===== src/rtl/branch_redirect_ctrl.sv =====
// rtl/branch_redirect_ctrl.sv - EX-stage branch resolution, fetch redirect handshake, BHT and stats
// Define BRANCH_BHT_EN to enable the 2-bit counter BHT; otherwise IF predicts static not-taken.
module branch_redirect_ctrl #(
  parameter int ADDR_WIDTH  = 32,
  parameter int BHT_ENTRIES = 64,
  parameter int CNT_WIDTH   = 32
) (
  input  logic                  clk,
  input  logic                  rst_n,
  input  logic                  ex_valid,
  input  logic                  ex_is_branch,
  input  logic                  ex_is_jump,
  input  logic [ADDR_WIDTH-1:0] ex_pc,
  input  logic [ADDR_WIDTH-1:0] ex_target,
  input  logic                  ex_pred_taken,
  input  logic                  branch_taken,
  input  logic [ADDR_WIDTH-1:0] if_pred_pc,
  output logic                  if_pred_taken,
  output logic                  redirect_valid,
  output logic [ADDR_WIDTH-1:0] redirect_pc,
  input  logic                  if_ready,
  output logic                  flush_if,
  output logic                  flush_id,
  output logic                  stall_ex,
  output logic [CNT_WIDTH-1:0]  stat_branches,
  output logic [CNT_WIDTH-1:0]  stat_mispredicts
);

  localparam int IDX_W = $clog2(BHT_ENTRIES);

  typedef enum logic {IDLE, WAIT_ACK} state_t;

  state_t                state, state_next;
  logic                  flush_q;
  logic [ADDR_WIDTH-1:0] redirect_pc_q;
  logic [CNT_WIDTH-1:0]  branches_q, mispredicts_q;
  logic                  actual, resolve, branch_resolve, mispredict;
  logic [ADDR_WIDTH-1:0] correct_pc;

  // A branch+jump combination is resolved as a jump: no BHT update, not a branch stat.
  always_comb begin
    actual         = ex_is_jump ? 1'b1 : branch_taken;
    resolve        = ex_valid & (ex_is_branch | ex_is_jump) & (state == IDLE);
    branch_resolve = resolve & ex_is_branch & ~ex_is_jump;
    mispredict     = resolve & (actual != ex_pred_taken);
    correct_pc     = actual ? ex_target : ex_pc + ADDR_WIDTH'(4);
  end

  always_comb begin
    state_next = state;
    case (state)
      IDLE:     if (mispredict) state_next = WAIT_ACK;
      WAIT_ACK: if (if_ready)   state_next = IDLE;
    endcase
  end

  always_ff @(posedge clk or negedge rst_n) begin
    if (!rst_n) state <= IDLE;
    else        state <= state_next;
  end

  always_ff @(posedge clk or negedge rst_n) begin
    if (!rst_n) begin
      flush_q       <= 1'b0;
      redirect_pc_q <= '0;
      branches_q    <= '0;
      mispredicts_q <= '0;
    end else begin
      flush_q <= mispredict;
      if (mispredict) redirect_pc_q <= correct_pc;
      if (branch_resolve && branches_q != '1) branches_q <= branches_q + CNT_WIDTH'(1);
      if (mispredict && mispredicts_q != '1) mispredicts_q <= mispredicts_q + CNT_WIDTH'(1);
    end
  end

  // Redirect lives exactly as long as WAIT_ACK, so an async reset drops it at once.
  assign redirect_valid   = (state == WAIT_ACK);
  assign stall_ex         = (state == WAIT_ACK);
  assign redirect_pc      = redirect_pc_q;
  assign flush_if         = flush_q;
  assign flush_id         = flush_q;
  assign stat_branches    = branches_q;
  assign stat_mispredicts = mispredicts_q;

`ifdef BRANCH_BHT_EN
  logic [1:0]       bht [BHT_ENTRIES];
  logic [IDX_W-1:0] wr_idx, rd_idx;
  logic             unused_pc_bits;

  assign wr_idx = ex_pc[IDX_W+1:2];
  assign rd_idx = if_pred_pc[IDX_W+1:2];

  always_ff @(posedge clk or negedge rst_n) begin
    if (!rst_n) begin
      for (int i = 0; i < BHT_ENTRIES; i++) bht[i] <= 2'b01;
    end else if (branch_resolve) begin
      if (branch_taken && bht[wr_idx] != 2'b11)
        bht[wr_idx] <= bht[wr_idx] + 2'b01;
      else if (!branch_taken && bht[wr_idx] != 2'b00)
        bht[wr_idx] <= bht[wr_idx] - 2'b01;
    end
  end

  assign if_pred_taken  = bht[rd_idx][1];
  assign unused_pc_bits = ^{if_pred_pc[ADDR_WIDTH-1:IDX_W+2], if_pred_pc[1:0]};
`else
  logic unused_pc_bits;

  assign if_pred_taken  = 1'b0;
  assign unused_pc_bits = ^if_pred_pc;
`endif

endmodule


===== config.mk =====
export PLATFORM = sky130hd
export DESIGN_NAME = branch_redirect_ctrl
export DESIGN_NICKNAME = d
export VERILOG_FILES = /design/src/rtl/branch_redirect_ctrl.sv
export SDC_FILE = /design/constraint.sdc
export NUM_CORES = 1
export LEC_CHECK = 0
export CELL_PAD_IN_SITES_DETAIL_PLACEMENT = 2
export CELL_PAD_IN_SITES_GLOBAL_PLACEMENT = 2
export CORE_ASPECT_RATIO = 1.5
export CORE_MARGIN = 4
export CORE_UTILIZATION = 26
export DETAILED_ROUTE_END_ITERATION = 8
export PLACE_DENSITY = 0.87
export SYNTH_ARGS = -nofsm -noshare
export SYNTH_HDL_FRONTEND = slang
export SYNTH_SLANG_ARGS = --single-unit

===== constraint.sdc =====
create_clock -name clk -period 2.4 [get_ports clk]
set_input_delay 0.72 -clock clk [delete_from_list [all_inputs] [get_ports clk]]
set_output_delay 0.72 -clock clk [all_outputs]
set_load 0.03 [all_outputs]

After elaboration in Yosys (flattened, before gate mapping). Index checks and enable logic that the tools add are counted. Widths: inputs -> output; s select.

Flip-flop bits (word level): 98. Latch bits: 0. Bits in writable memories: 0. ROM bits: 0. Input bits: 104. Output and inout port bits: 101. Word-level logic and storage cells: 26. Memories: 0.

Add/subtract/negate cells: 3. Multiply operators: 0. Div/mod/pow operators: 0. $lt $le $gt $ge: 0. Eq/ne operators: 3. Shifts and indexed selects: 0. Mux-type cells: 5. Bitwise gates (word level): 8. Reductions and logical operators: 2.

Operators with widths (count): $add 32x1->32 const B (2); $ne 32x32->1 const B (2); $add 32x3->32 const B (1); $mux 32 (1); $and 1x1->1 (5); $mux 1 (3); $logic_and 1x1->1 (2); $not 1->1 (2); $pmux 1 s2 (1); $ne 1x1->1 (1); $or 1x1->1 (1).

Logic depth before layout (Yosys ltp).
Depth in word-level cells: 6. Mapped depth: 7. Gate-level depth less buffers: 6.

Worst setup path before layout. Ideal clock, no wire load.

Path kind: input to register. Start point: input ex_pc[23]. End point: register redirect_pc_q[28] (netlist: redirect_pc[28]). Setup time: 0.122 ns. Arrival time: 2.115 ns. Required time: 2.278 ns. Path slack: 0.163 ns. Cell stages on the path: 6. Buffers on the path: 1. Path through: nand3_1 > or4_1 > buf_2 > or4_1 > a21oi_1 > o21ai_1.

Word-level cells in the longest chain between the ends: 2.

RTL lines: start, declared (line 13) `input logic [ADDR_WIDTH-1:0] ex_pc,`; $add 32x3->32 (line 46) `correct_pc = actual ? ex_target : ex_pc + ADDR_WIDTH'(4);`; $mux 32 (line 46); end signal, assigned (line 70) `if (mispredict) redirect_pc_q <= correct_pc;`; end, declared (line 35) `logic [ADDR_WIDTH-1:0] redirect_pc_q;`.

No other way between the ends. A chain may end at the register's enable or synchronous reset.

Worst setup path after layout.
Start point: input ex_pc[25]. End point: register redirect_pc_q[28] (netlist: redirect_pc[28]).

The elaborated chain is that of the path after synthesis.

==> summary.md <==
| Metric | Value |
|---|---|
| Cell depth of the worst flop-to-flop path | 5 |
| Wire length of the first global-routing pass | approximately 34000 um |
| Slack of the worst reg-to-reg path | 290 ps |
| Min-Delay Path Class | in2async |
| Remaining DRCs | 0 |
| Number of buffers added by the clock tree synthesis step | 9 |
| Async set or reset register ratio after synthesis | 100% |
| Most common cell in the netlist | sky130_fd_sc_hd__dfrtp_1 |
| Most frequent CP cell | sky130_fd_sc_hd__or4_4 |
| Worst setup SP type | input pin |
| FF-to-FF Start | stat_branches[2] |
| Vias in the first global route | 6208 |
| Classification of the worst setup path | in2reg |
| Kind of end point of the critical path | flip-flop |
| Largest driver fanout on the critical path | 2 |
| PortBufs | 171 |
| Total negative slack | -31.5 ps |
| Post-layout minimum cycle time | 2430 ps |
| Data arrival time of the critical path | 2680 ps |
| List of cells traversed by the critical path | clkdlybuf4s50_1, nand3_2, or4_4, or4_4, a21oi_4, o21ai_1 |
| Maximum count of clock buffers along a single path | 2 |
| Detailed router's first-iteration violation count | 223 |
| Average detailed-routed wire length per instance | approximately 21 um |
| Slowest CP cell | sky130_fd_sc_hd__or4_4 |
| Peak clock frequency supported by timing | between 0.4 and 0.5 GHz |
| Worst ir drop on vdd | approximately 300 uV |
| Vias after detailed routing | about 5600 |
| Worst Slack Setup Final | -31.5 ps |
| Total Routed Length | 23000 um |
| Number of warnings reported in the yosys synthesis log | 0 |
| GRT overflow | 0 |
| Delay contributed by the slowest stage of the critical path | 560 ps |
| Cell row count | 64 |
| Initial Util | 26.3% |
| Placed instance area | 8000 um2 |
| Placeable core region | around 20000 um2 |
| Die boundary width | roughly 130 um |
| Worst setup skew after layout | 6.93 ps |
| Boundary pin count | about 210 |
| Register bit total from synthesis | 98 |
| Clock latency of the later-clocked register in the worst-skew pair | 360 ps |
| Average footprint of a synthesized cell | 9.37 um2 |
| DRT Pass-1 Iters | 4 |
| Top cells by area, synth | sky130_fd_sc_hd__dfrtp_1 (46%), sky130_fd_sc_hd__xnor2_1 (8.4%), sky130_fd_sc_hd__nand2_1 (5.3%), sky130_fd_sc_hd__xor2_1 (3.9%), sky130_fd_sc_hd__nand4_1 (3.6%) |
| Worst reg2reg path endpoint | stat_branches[25] |
| Total standard cell area after synthesis | around 5300 um2 |
| Register area share after synthesis | ~46% |
| Global-route total usage across every layer | 18.9% |
| Total nets after synthesis | 678 |
| Filler cells | about 2200 |
| Proportion of layout cells with a drive suffix above 1 | 17.6% |
| Pwr dens | 625 nW/um2 |
| Violations in the final reports | negative setup slack |
| Area fraction of the dominant cell type after synthesis | between 40% and 50% |
| Total number of clock tree sinks | 98 |
| Overall die area | 23000 um2 |
| Multi-input combinational cell area | 2880 um2 |
| Antenna violations before repair | 3 |
| CTS tree | done |
| Placer congestion estimate | 0.786 |
| Clock H-tree levels | 3 |
| Data required, critical path | 2640 ps |
| Clock-pin slew on the worst setup and hold paths | 70 ps |
| Post-synth EDFFs | 0 |
| Net total in the final layout | 923 |
| Clock root buffer | sky130_fd_sc_hd__clkbuf_16 |
| Final number of setup-violating endpoints | 1 |
| Post-DR vias/cell | 5.11 |
| Area of all placed cells without fillers | 8500 um2 |
| Final Max Tran Viols | 0 |
| Run status | complete, but fails checks |
| Top_reg_cell synth | sky130_fd_sc_hd__dfrtp_1 |
| HPWL Detailed | between 15000 and 20000 um |
| Largest net degree at the start of global routing | 44 |
| Endpoints failing hold | 0 |
| Static leakage power | 0.00358 uW |
| Layout Area Growth over Synthesis | 58.9% |
| Remaining antenna violation count | 0 |
| Number of max-cap violations | 0 |
| Post-Syn Instances | around 570 |
| Area of all sequential standard cells | between 2000 and 2500 um2 |
| Number of different library cells in the post-synthesis netlist | 55 |
| Share of the clock period used by the worst path | 101% |
| Synth area leader | sky130_fd_sc_hd__dfrtp_1 |
| Commonest cells in the synthesized netlist | sky130_fd_sc_hd__dfrtp_1 (98), sky130_fd_sc_hd__nand2_1 (75), sky130_fd_sc_hd__xnor2_1 (51) |
| DIE HEIGHT | 184 um |
per-layer routing:
metal / routed length [um] / up-vias / track usage [%]
met5: 0 / - / 0
met2: 13000 / 138 / 38.1
met3: 652 / 44 / 2.15
li1: - / 2525 / -
met4: 1000 / 0 / 8.64
met1: 8310 / 2850 / 19.2
metrics by stage:
stage | setup WS, ps | util, % | instances | power (uW) | hold slack [ps]
6_report | -31.5 | 41.8 | 1088 | 5320 | 327
5_1_grt | -70.8 | 41.8 | 1088 | 5550 | 364
4_1_cts | 0.983 | 41.1 | 1082 | 5370 | 338
2_1_floorplan | 163 | - | 571 | 2850 | 424
3_5_place_dp | -500 | 39.3 | 1066 | 3790 | 481
3_3_place_gp | -423 | 39.3 | 1066 | 3710 | 463
final cells by class:
type / instances / share of cell area [%]
Clock buffer: 13 / 3.18
Inverter: 11 / 0.486
Antenna cell: 4 / 0.118
Timing Repair Buffer: 260 / 29.2
Tap cell: 264 / 3.89
Clock inverter: 2 / 0.412
Multi-Input combinational cell: 436 / 33.9
Sequential cell: 98 / 28.8
layout by cell type, fill, tap and decap left out, types with 4 or more instances in the layout:
| cell type | n |
|---|---|
| sky130_fd_sc_hd__o31a_1 | 5 |
| sky130_fd_sc_hd__dfrtp_1 | 98 |
| sky130_fd_sc_hd__a31oi_1 | 4 |
| sky130_fd_sc_hd__nor3_2 | 6 |
| sky130_fd_sc_hd__xnor2_1 | 51 |
| sky130_fd_sc_hd__dlymetal6s2s_1 | 9 |
| sky130_fd_sc_hd__xor2_1 | 24 |
| sky130_fd_sc_hd__nor2_1 | 31 |
| sky130_fd_sc_hd__nand2_1 | 75 |
| sky130_fd_sc_hd__and3_1 | 22 |
| sky130_fd_sc_hd__nor3_1 | 18 |
| sky130_fd_sc_hd__nor4_1 | 12 |
| sky130_fd_sc_hd__o21ai_0 | 20 |
| sky130_fd_sc_hd__and4_1 | 6 |
| sky130_fd_sc_hd__clkbuf_16 | 9 |
| sky130_fd_sc_hd__dlygate4sd2_1 | 4 |
| sky130_fd_sc_hd__o21ai_1 | 18 |
| sky130_fd_sc_hd__inv_1 | 9 |
| sky130_fd_sc_hd__a21oi_1 | 11 |
| sky130_fd_sc_hd__nand3_1 | 32 |
| sky130_fd_sc_hd__buf_4 | 80 |
| sky130_fd_sc_hd__nor4_2 | 8 |
| sky130_fd_sc_hd__diode_2 | 4 |
| sky130_fd_sc_hd__buf_12 | 5 |
| sky130_fd_sc_hd__clkdlybuf4s50_1 | 157 |
| sky130_fd_sc_hd__nand4_1 | 31 |
| sky130_fd_sc_hd__buf_6 | 4 |
| sky130_fd_sc_hd__and2_1 | 6 |
| sky130_fd_sc_hd__mux2i_1 | 8 |
power by group:
part | leakage (uW) | internal [uW] | total (uW) | switching (uW)
clock | 0.000152 | 888 | 1550 | 660
combinational | 0.00213 | 731 | 1690 | 962
sequential | 0.00129 | 1870 | 2080 | 202
registers in the layout, summed over array words and instances, names as in the netlist:
| signal | cells |
|---|---|
| stat_branches | 32 |
| redirect_pc | 32 |
| stat_mispredicts | 32 |
| redirect_valid | 1 |
| flush_id | 1 |
kinds of logic after synthesis:
group,synth area share (%)
buffers and inverters,2.90
adder cells (fa/ha/maj),0.702
AND/OR/NAND/NOR,27.6
flip-flops,45.8
XOR/XNOR,12.3
other,0.0701
AO/OA/AOI/OAI,8.49
multiplexers,2.13
worst max-delay path by stage:
| stage | endpoint | cells after the start | from | slack, ps |
|---|---|---|---|---|
| global placement | redirect_pc[23] | 7 | ex_pc[9] | -420 |
| finish | redirect_pc[28] | 6 | ex_pc[25] | -30 |
| detailed placement | redirect_pc[28] | 6 | ex_pc[9] | -500 |
| global route | redirect_pc[28] | 6 | ex_pc[24] | -70 |
| floorplan | redirect_pc[28] | 6 | ex_pc[23] | 160 |
| CTS | redirect_pc[14] | 9 | ex_pc[2] | 1 |
worst max-delay path, delay by kind of cell:
family                 cells  cell delay [ps]
AND/OR/NAND/NOR            3             1210
buffers and inverters      1              510
AO/OA/AOI/OAI              2              230
repair_timing:
| action | CTS | global route |
|---|---|---|
| hold buffers | 0 | 0 |
| hold endpoints to repair | 0 | 0 |
| setup endpoints to repair | 11 | 34 |
| buffers inserted | 1 | 2 |
| pin swaps | 6 | 7 |
| gates resized for setup | 14 | 30 |
Power figures use the tool's default switching activity.
